===== src/rtl/vga_timing_gen.sv =====
// Parametrised VGA raster timing generator: pixel strobe, syncs, DE, coordinates, line/frame strobes.
// Latency: outputs are registered on each pix_ce edge from the pre-increment h/v, one pixel behind.
// Backpressure: none; en=0 freezes all state. VGA_TIMING_FRAME_CNT_EN adds the frame_cnt output.
module vga_timing_gen #(
   parameter int CLK_DIV  = 2,
   parameter int H_ACTIVE = 640,
   parameter int H_FP     = 16,
   parameter int H_SYNC   = 96,
   parameter int H_BP     = 48,
   parameter int V_ACTIVE = 480,
   parameter int V_FP     = 10,
   parameter int V_SYNC   = 2,
   parameter int V_BP     = 33,
   parameter int HS_POL   = 0,
   parameter int VS_POL   = 0,
   parameter int CW       = 11
) (
   input  logic          clk,
   input  logic          reset,
   input  logic          en,
   output logic          pix_ce,
   output logic          hsync,
   output logic          vsync,
   output logic          de,
   output logic [CW-1:0] x,
   output logic [CW-1:0] y,
   output logic          line_start,
   output logic          frame_start
`ifdef VGA_TIMING_FRAME_CNT_EN
   ,
   output logic [15:0]   frame_cnt
`endif
);

   localparam int H_TOTAL = H_ACTIVE + H_FP + H_SYNC + H_BP;
   localparam int V_TOTAL = V_ACTIVE + V_FP + V_SYNC + V_BP;
   localparam int DW      = (CLK_DIV > 1) ? $clog2(CLK_DIV) : 1;

   localparam logic [DW-1:0] DIV_LAST = DW'(CLK_DIV - 1);
   localparam logic [CW-1:0] H_LAST   = CW'(H_TOTAL - 1);
   localparam logic [CW-1:0] V_LAST   = CW'(V_TOTAL - 1);
   localparam logic [CW-1:0] H_ACT    = CW'(H_ACTIVE);
   localparam logic [CW-1:0] V_ACT    = CW'(V_ACTIVE);
   // Sync windows are half-open: [START, END).
   localparam logic [CW-1:0] HS_START = CW'(H_ACTIVE + H_FP);
   localparam logic [CW-1:0] HS_END   = CW'(H_ACTIVE + H_FP + H_SYNC);
   localparam logic [CW-1:0] VS_START = CW'(V_ACTIVE + V_FP);
   localparam logic [CW-1:0] VS_END   = CW'(V_ACTIVE + V_FP + V_SYNC);
   localparam logic          HS_ON    = (HS_POL != 0);
   localparam logic          VS_ON    = (VS_POL != 0);

   if (CLK_DIV < 1) begin : g_bad_div
      $error("vga_timing_gen: CLK_DIV must be at least 1");
   end
   if (H_ACTIVE == 0 || H_FP == 0 || H_SYNC == 0 || H_BP == 0 ||
       V_ACTIVE == 0 || V_FP == 0 || V_SYNC == 0 || V_BP == 0) begin : g_bad_timing
      $error("vga_timing_gen: timing parameters must be non-zero");
   end
   if ((longint'(1) << CW) < longint'(H_TOTAL) ||
       (longint'(1) << CW) < longint'(V_TOTAL)) begin : g_bad_cw
      $error("vga_timing_gen: CW too narrow for H_TOTAL/V_TOTAL");
   end

   logic [DW-1:0] div_cnt;
   logic [CW-1:0] h;
   logic [CW-1:0] v;

   // Combinational so that CLK_DIV=1 gives pix_ce=en; forced low while in reset.
   assign pix_ce = en && !reset && (div_cnt == DIV_LAST);

   always_ff @(posedge clk or posedge reset) begin
      if (reset) begin
         div_cnt <= '0;
      end else if (en) begin
         div_cnt <= (div_cnt == DIV_LAST) ? '0 : div_cnt + 1'b1;
      end
   end

   always_ff @(posedge clk or posedge reset) begin
      if (reset) begin
         h <= '0;
         v <= '0;
      end else if (pix_ce) begin
         if (h == H_LAST) begin
            h <= '0;
            v <= (v == V_LAST) ? '0 : v + 1'b1;
         end else begin
            h <= h + 1'b1;
         end
      end
   end

   // Strobes drop on the next clk edge, so they stay one clk wide for any CLK_DIV.
   always_ff @(posedge clk or posedge reset) begin
      if (reset) begin
         x           <= '0;
         y           <= '0;
         de          <= 1'b0;
         hsync       <= ~HS_ON;
         vsync       <= ~VS_ON;
         line_start  <= 1'b0;
         frame_start <= 1'b0;
      end else begin
         line_start  <= 1'b0;
         frame_start <= 1'b0;
         if (pix_ce) begin
            x           <= h;
            y           <= v;
            de          <= (h < H_ACT) && (v < V_ACT);
            hsync       <= (h >= HS_START && h < HS_END) ? HS_ON : ~HS_ON;
            vsync       <= (v >= VS_START && v < VS_END) ? VS_ON : ~VS_ON;
            line_start  <= (h == '0);
            frame_start <= (h == '0) && (v == '0);
         end
      end
   end

`ifdef VGA_TIMING_FRAME_CNT_EN
   always_ff @(posedge clk or posedge reset) begin
      if (reset) begin
         frame_cnt <= '0;
      end else if (pix_ce && h == '0 && v == '0) begin
         frame_cnt <= frame_cnt + 16'd1;
      end
   end
`endif

endmodule


===== config.mk =====
export PLATFORM = sky130hd
export DESIGN_NAME = vga_timing_gen
export DESIGN_NICKNAME = d
export VERILOG_FILES = /design/src/rtl/vga_timing_gen.sv
export SDC_FILE = /design/constraint.sdc
export NUM_CORES = 1
export LEC_CHECK = 0
export CAP_MARGIN = 0
export CORE_MARGIN = 2
export CORE_UTILIZATION = 54
export DETAILED_ROUTE_END_ITERATION = 8
export GPL_TIMING_DRIVEN = 0
export PLACE_DENSITY = 0.78
export RECOVER_POWER = 100
export SLEW_MARGIN = 30
export SYNTH_ARGS = -nofsm -noshare
export SYNTH_HDL_FRONTEND = slang
export SYNTH_SLANG_ARGS = --single-unit

===== constraint.sdc =====
create_clock -name clk -period 2.5 [get_ports clk]
set_input_delay 0.25 -clock clk [delete_from_list [all_inputs] [get_ports clk]]
set_output_delay 0.25 -clock clk [all_outputs]
set_load 0.03 [all_outputs]

== Yosys cells after proc, flatten, opt, wreduce, memory -nomap -nowiden ==
Index checks and enable logic that the tools add are counted.
Word-level totals
  flip-flop bits (word level): 50
  bits of input ports: 3
  output and inout port bits: 28
Cells by class
  add/subtract/negate cells: 3
  order comparisons: 6
  eq/ne operators: 2
  muxes and demuxes: 7
  reductions and logical operators: 10
Operators by type and width (count)
  $add 11x1->11 const B: 2
  $eq 11x10->1 const B: 2
  $logic_not 11->1: 2
  $lt 11x10->1 const B: 2
  $lt 11x9->1 const B: 2
  $mux 11: 2
  $ge 11x10->1 const B: 1
  $ge 11x9->1 const B: 1
  $logic_and 1x1->1: 6
  $mux 1: 5
  $reduce_and 2->1: 1
  $add 1x1->1 const B: 1
  $logic_not 1->1: 1

== Logic depth before layout (Yosys ltp) ==
  word-level depth: 4
  depth in mapped cells: 6
  mapped depth without buffers: 6

== Least setup slack after synthesis ==
Ideal clock, no wire load.
  kind: flip-flop to flip-flop
  start point: reg h[0]
  end point: reg v[9]
  library setup time: 0.069 ns
  data arrival time: 1.834 ns
  data required time: 2.431 ns
  slack: 0.597 ns
  cell stages (with the launch flop): 6
  path buffers: 0
  clock period less this slack: 1.903 ns
  path through: dfrtp_1 ha_1 nand3_4 or4b_4 or4_1 nand3_1
On the way
  longest elaborated chain between the ends: 2
RTL lines
  start, declared: line 65  | logic [CW-1:0] h;
  start signal, assigned: line 88  | h <= h + 1'b1;
  $eq 11x10->1: line 84  | if (h == H_LAST) begin
  $reduce_and 2->1 (no line)
  end signal, assigned: line 86  | v <= (v == V_LAST) ? '0 : v + 1'b1;
  end, declared: line 66  | logic [CW-1:0] v;
Every way passes these cells.
A chain may end at the register's enable or synchronous reset.

== Final worst setup path ==
  start point: in en
  end point: out pix_ce
On the way
  longest elaborated chain between the ends: 2
RTL lines
  start, declared: line 20  | input logic en,
  $logic_and 1x1->1 (2 in series): line 69  | assign pix_ce = en && !reset && (div_cnt == DIV_LAST);
  end, declared: line 21  | output logic pix_ce,
Every way passes these cells.

==> parameters.txt <==
Parameter                              Value

GRT
  Global-route wire length before repair    8.41 mm
  Largest net degree at the start of global routing    51
  Overall track demand over capacity in global routing    21.8%
  Initial antenna violation count    0
  Total congestion overflow    0
  Via count of the first global-routing pass    1804

Pwr
  Fraction of power spent switching nets    36.4%
  Static leakage    1.34 nW
  Cell Pwr Density    878 nW/µm²
  Clock Power Share    23.0%
  Sequential cell fraction of total power    45.0%
  Internal    1.55 mW
  Power dissipated by switching net loads    0.888 mW
  IR Drop Worst-Case VDD    0.000722 V
  Comb power frac    31.9%

Yosys
  Synthesized netlist cell count    245
  Number of nets produced by synthesis    252
  Most common library cells after synthesis    sky130_fd_sc_hd__nand2_1, sky130_fd_sc_hd__dfrtp_1, sky130_fd_sc_hd__o21ai_0
  Most used flip-flop cell after synthesis    sky130_fd_sc_hd__dfrtp_1
  Number of distinct library cell variants in the gate-level netlist after synthesis    42
  Area contributors post-synth    sky130_fd_sc_hd__dfrtp_1, sky130_fd_sc_hd__nand2_1, sky130_fd_sc_hd__o21ai_0
  Cell area after synthesis    2340 µm²
  Most common cell in the netlist    sky130_fd_sc_hd__nand2_1
  Cell taking the most area after synthesis    sky130_fd_sc_hd__dfrtp_1
  Synth Area per Inst    9.57 µm²
  Sequential fraction of the synthesis area    53.5%
  Post-synth top area share    51.3%
  Count of state elements after synthesis    50
  Syn. warnings    0
  Number of flops mapped to enable cells by yosys    0
  Post-synthesis async set-or-reset flop share    100%

Detailed routing
  Final wirelength    4.87 mm
  Avg Vias per Cell    5.65
  1st-iter DRT viols    137
  Number of nets still failing antenna checks after routing    0
  Wire length per cell after detailed routing    14.7 µm
  Via count of the routed design    1877
  Number of remaining DRC errors    0
  Number of iterations in the first detailed-routing pass    4

STA
  Clock period minus final worst setup slack    2.38 ns
  Final slew viol count    51
  Setup-failing EPs final    0
  Rel. slew slack    -21.4%
  RSZ-0062 raised after global routing    false
  Least-Margin Pin Slew    1.82 ns
  Share of the cycle needed by the critical path after routing    95.3%
  Worst-case clock skew    0.00464 ns
  Summed negative setup slack over all endpoints    0 ns
  Peak clock frequency supported by timing    420 MHz
  Number of endpoints with negative hold slack in the final report    0

Min path
  Class of the worst hold path    register to register

Critical path
  Critical path fanouts, max    13
  Critical Setup Path Class    primary input to output port
  Endpoint class of the critical path    output port
  Signal arrival time at the worst endpoint    2.13 ns
  Element type at the critical path start    primary input
  Data required time at the worst endpoint    2.25 ns

Place
  Post-DP Area    2710 µm²
  Placer's final routability congestion estimate    0.881
  Cell count after placement    325
  Total half-perimeter wirelength after legalization and detailed placement    3.40 mm
  Number of buffers inserted by port buffering    30

Cells and area
  Final nets    288
  Final non-filler cell area    2780 µm²
  Antenna cells    0
  Final non-filler cell total    332
  Area delta synth->final    18.6%
  Ratio of cells with drive above 1 in the final layout    7.45%

Clocking
  Number of clock sinks    50
  Deepest clock path buffer count    2
  Clock tree from TritonCTS    done
  Maximum level of the CTS H-tree    2
  Clock Pin Slew Worst Setup and Hold Paths    0.09 ns
  Root buf cell    sky130_fd_sc_hd__clkbuf_8
  Post_cts resized    1
  Clock Latency Late Sink    0.31 ns
  Buffer count from post-CTS setup fixing    0
  Num CTS Buffers    5
  Cts hold-fix bufs    0

Floorplanning
  Count of standard-cell rows    23
  Effective utilization at floorplan    57.3%
  Number of top-level design ports    31
  Die Y    69.9 µm
  Full die area    4880 µm²
  Floorplan die width    69.9 µm
  Core box area    4090 µm²

Run
  Max-cap viol count    1

Outcome
  Failing checks    capacitance limit, slew limit
  Outcome    finished with violations
==> per-layer routing <==
metal / vias up / global-route usage [%] / part of all wire, %
met5: - / 0 / 0
met4: 0 / 9.40 / 1.5
met3: 7 / 4.18 / 3.8
met2: 40 / 36.5 / 50
met1: 927 / 27.5 / 44
li1: 903 / - / -
==> power by group through the flow <==
| stage | logic [mW] | clock network, mW | registers, mW |
|---|---|---|---|
| after floorplan | 0.313 | 0 | 1.33 |
| after global placement | 0.834 | 0 | 1.12 |
| after detailed placement | 0.847 | 0 | 1.13 |
| after CTS | 0.855 | 0.570 | 1.11 |
| after global routing | 0.853 | 0.598 | 1.12 |
| final | 0.779 | 0.561 | 1.10 |
==> metrics by stage <==
step           power (mW)  setup WS, ns  utilization (%)  hold WS (ns)
6_report             2.44         0.117             68.0         0.470
3_3_place_gp         1.95        -0.137             66.2         0.460
3_5_place_dp         1.98        -0.217             66.3         0.462
5_1_grt              2.58        0.0405             68.0         0.500
4_1_cts              2.54         0.130             69.0         0.449
2_1_floorplan        1.65         0.597                -         0.341
==> logic make-up after synthesis <==
family	count (synthesis)	share of synthesized area, %
buffers and inverters	22	4.00
adder cells (fa/ha/maj)	4	2.14
multiplexers	1	0.427
XOR/XNOR	12	4.48
AO/OA/AOI/OAI	27	6.46
flip-flops	50	53.5
AND/OR/NAND/NOR	129	29.0
==> final timing paths <==
check	cells after the start	slack [ns]	from	endpoint
min	2	0.47	y[6]	y[6]
max reg2reg	6	0.17	h[0]	v[7]
max	4	0.12	en	pix_ce
min reg2reg	2	0.47	y[6]	y[6]
max in group asynchronous	2	0.56	reset	v[3]
min in group asynchronous	2	0.88	reset	x[10]
==> state kept, by name, indices dropped and copies added, names as in the netlist, 11 cells and up <==
name	cells
h	11
v	11
x	11
y	11
==> layout by cell type, fill, tap and decap left out, drive strengths merged, types with 3 or more instances in the layout <==
master and n:
o21ai 20, nand2 64, nor2 10, buf 3
nand4 5, xnor2 5, nand3b 4, nor4 5
or3 3, dlygate4sd3 29, nor3 7, or4 3
clkbuf 13, inv 9, nand3 12, ha 4
dfrtp 48, xor2 7
==> worst max-delay path, cell delays in order <==
cell	delay [ns]
sky130_fd_sc_hd__dlygate4sd3_1	0.60
sky130_fd_sc_hd__nand3b_2	0.22
sky130_fd_sc_hd__clkinvlp_4	0.29
sky130_fd_sc_hd__dlygate4sd3_1	0.77
==> cell type report <==
class | count | area, µm²
clock buffer | 5 | 68.8
sequential | 50 | 1250
buffer | 11 | 45.0
fill | 356 | 1310
inverter | 10 | 41.3
tap | 50 | 62.6
timing repair buffer | 30 | 300
multi-input combinational | 173 | 967
clock inverter | 3 | 40.0
Note: power is estimated with default switching activity, not from simulation.
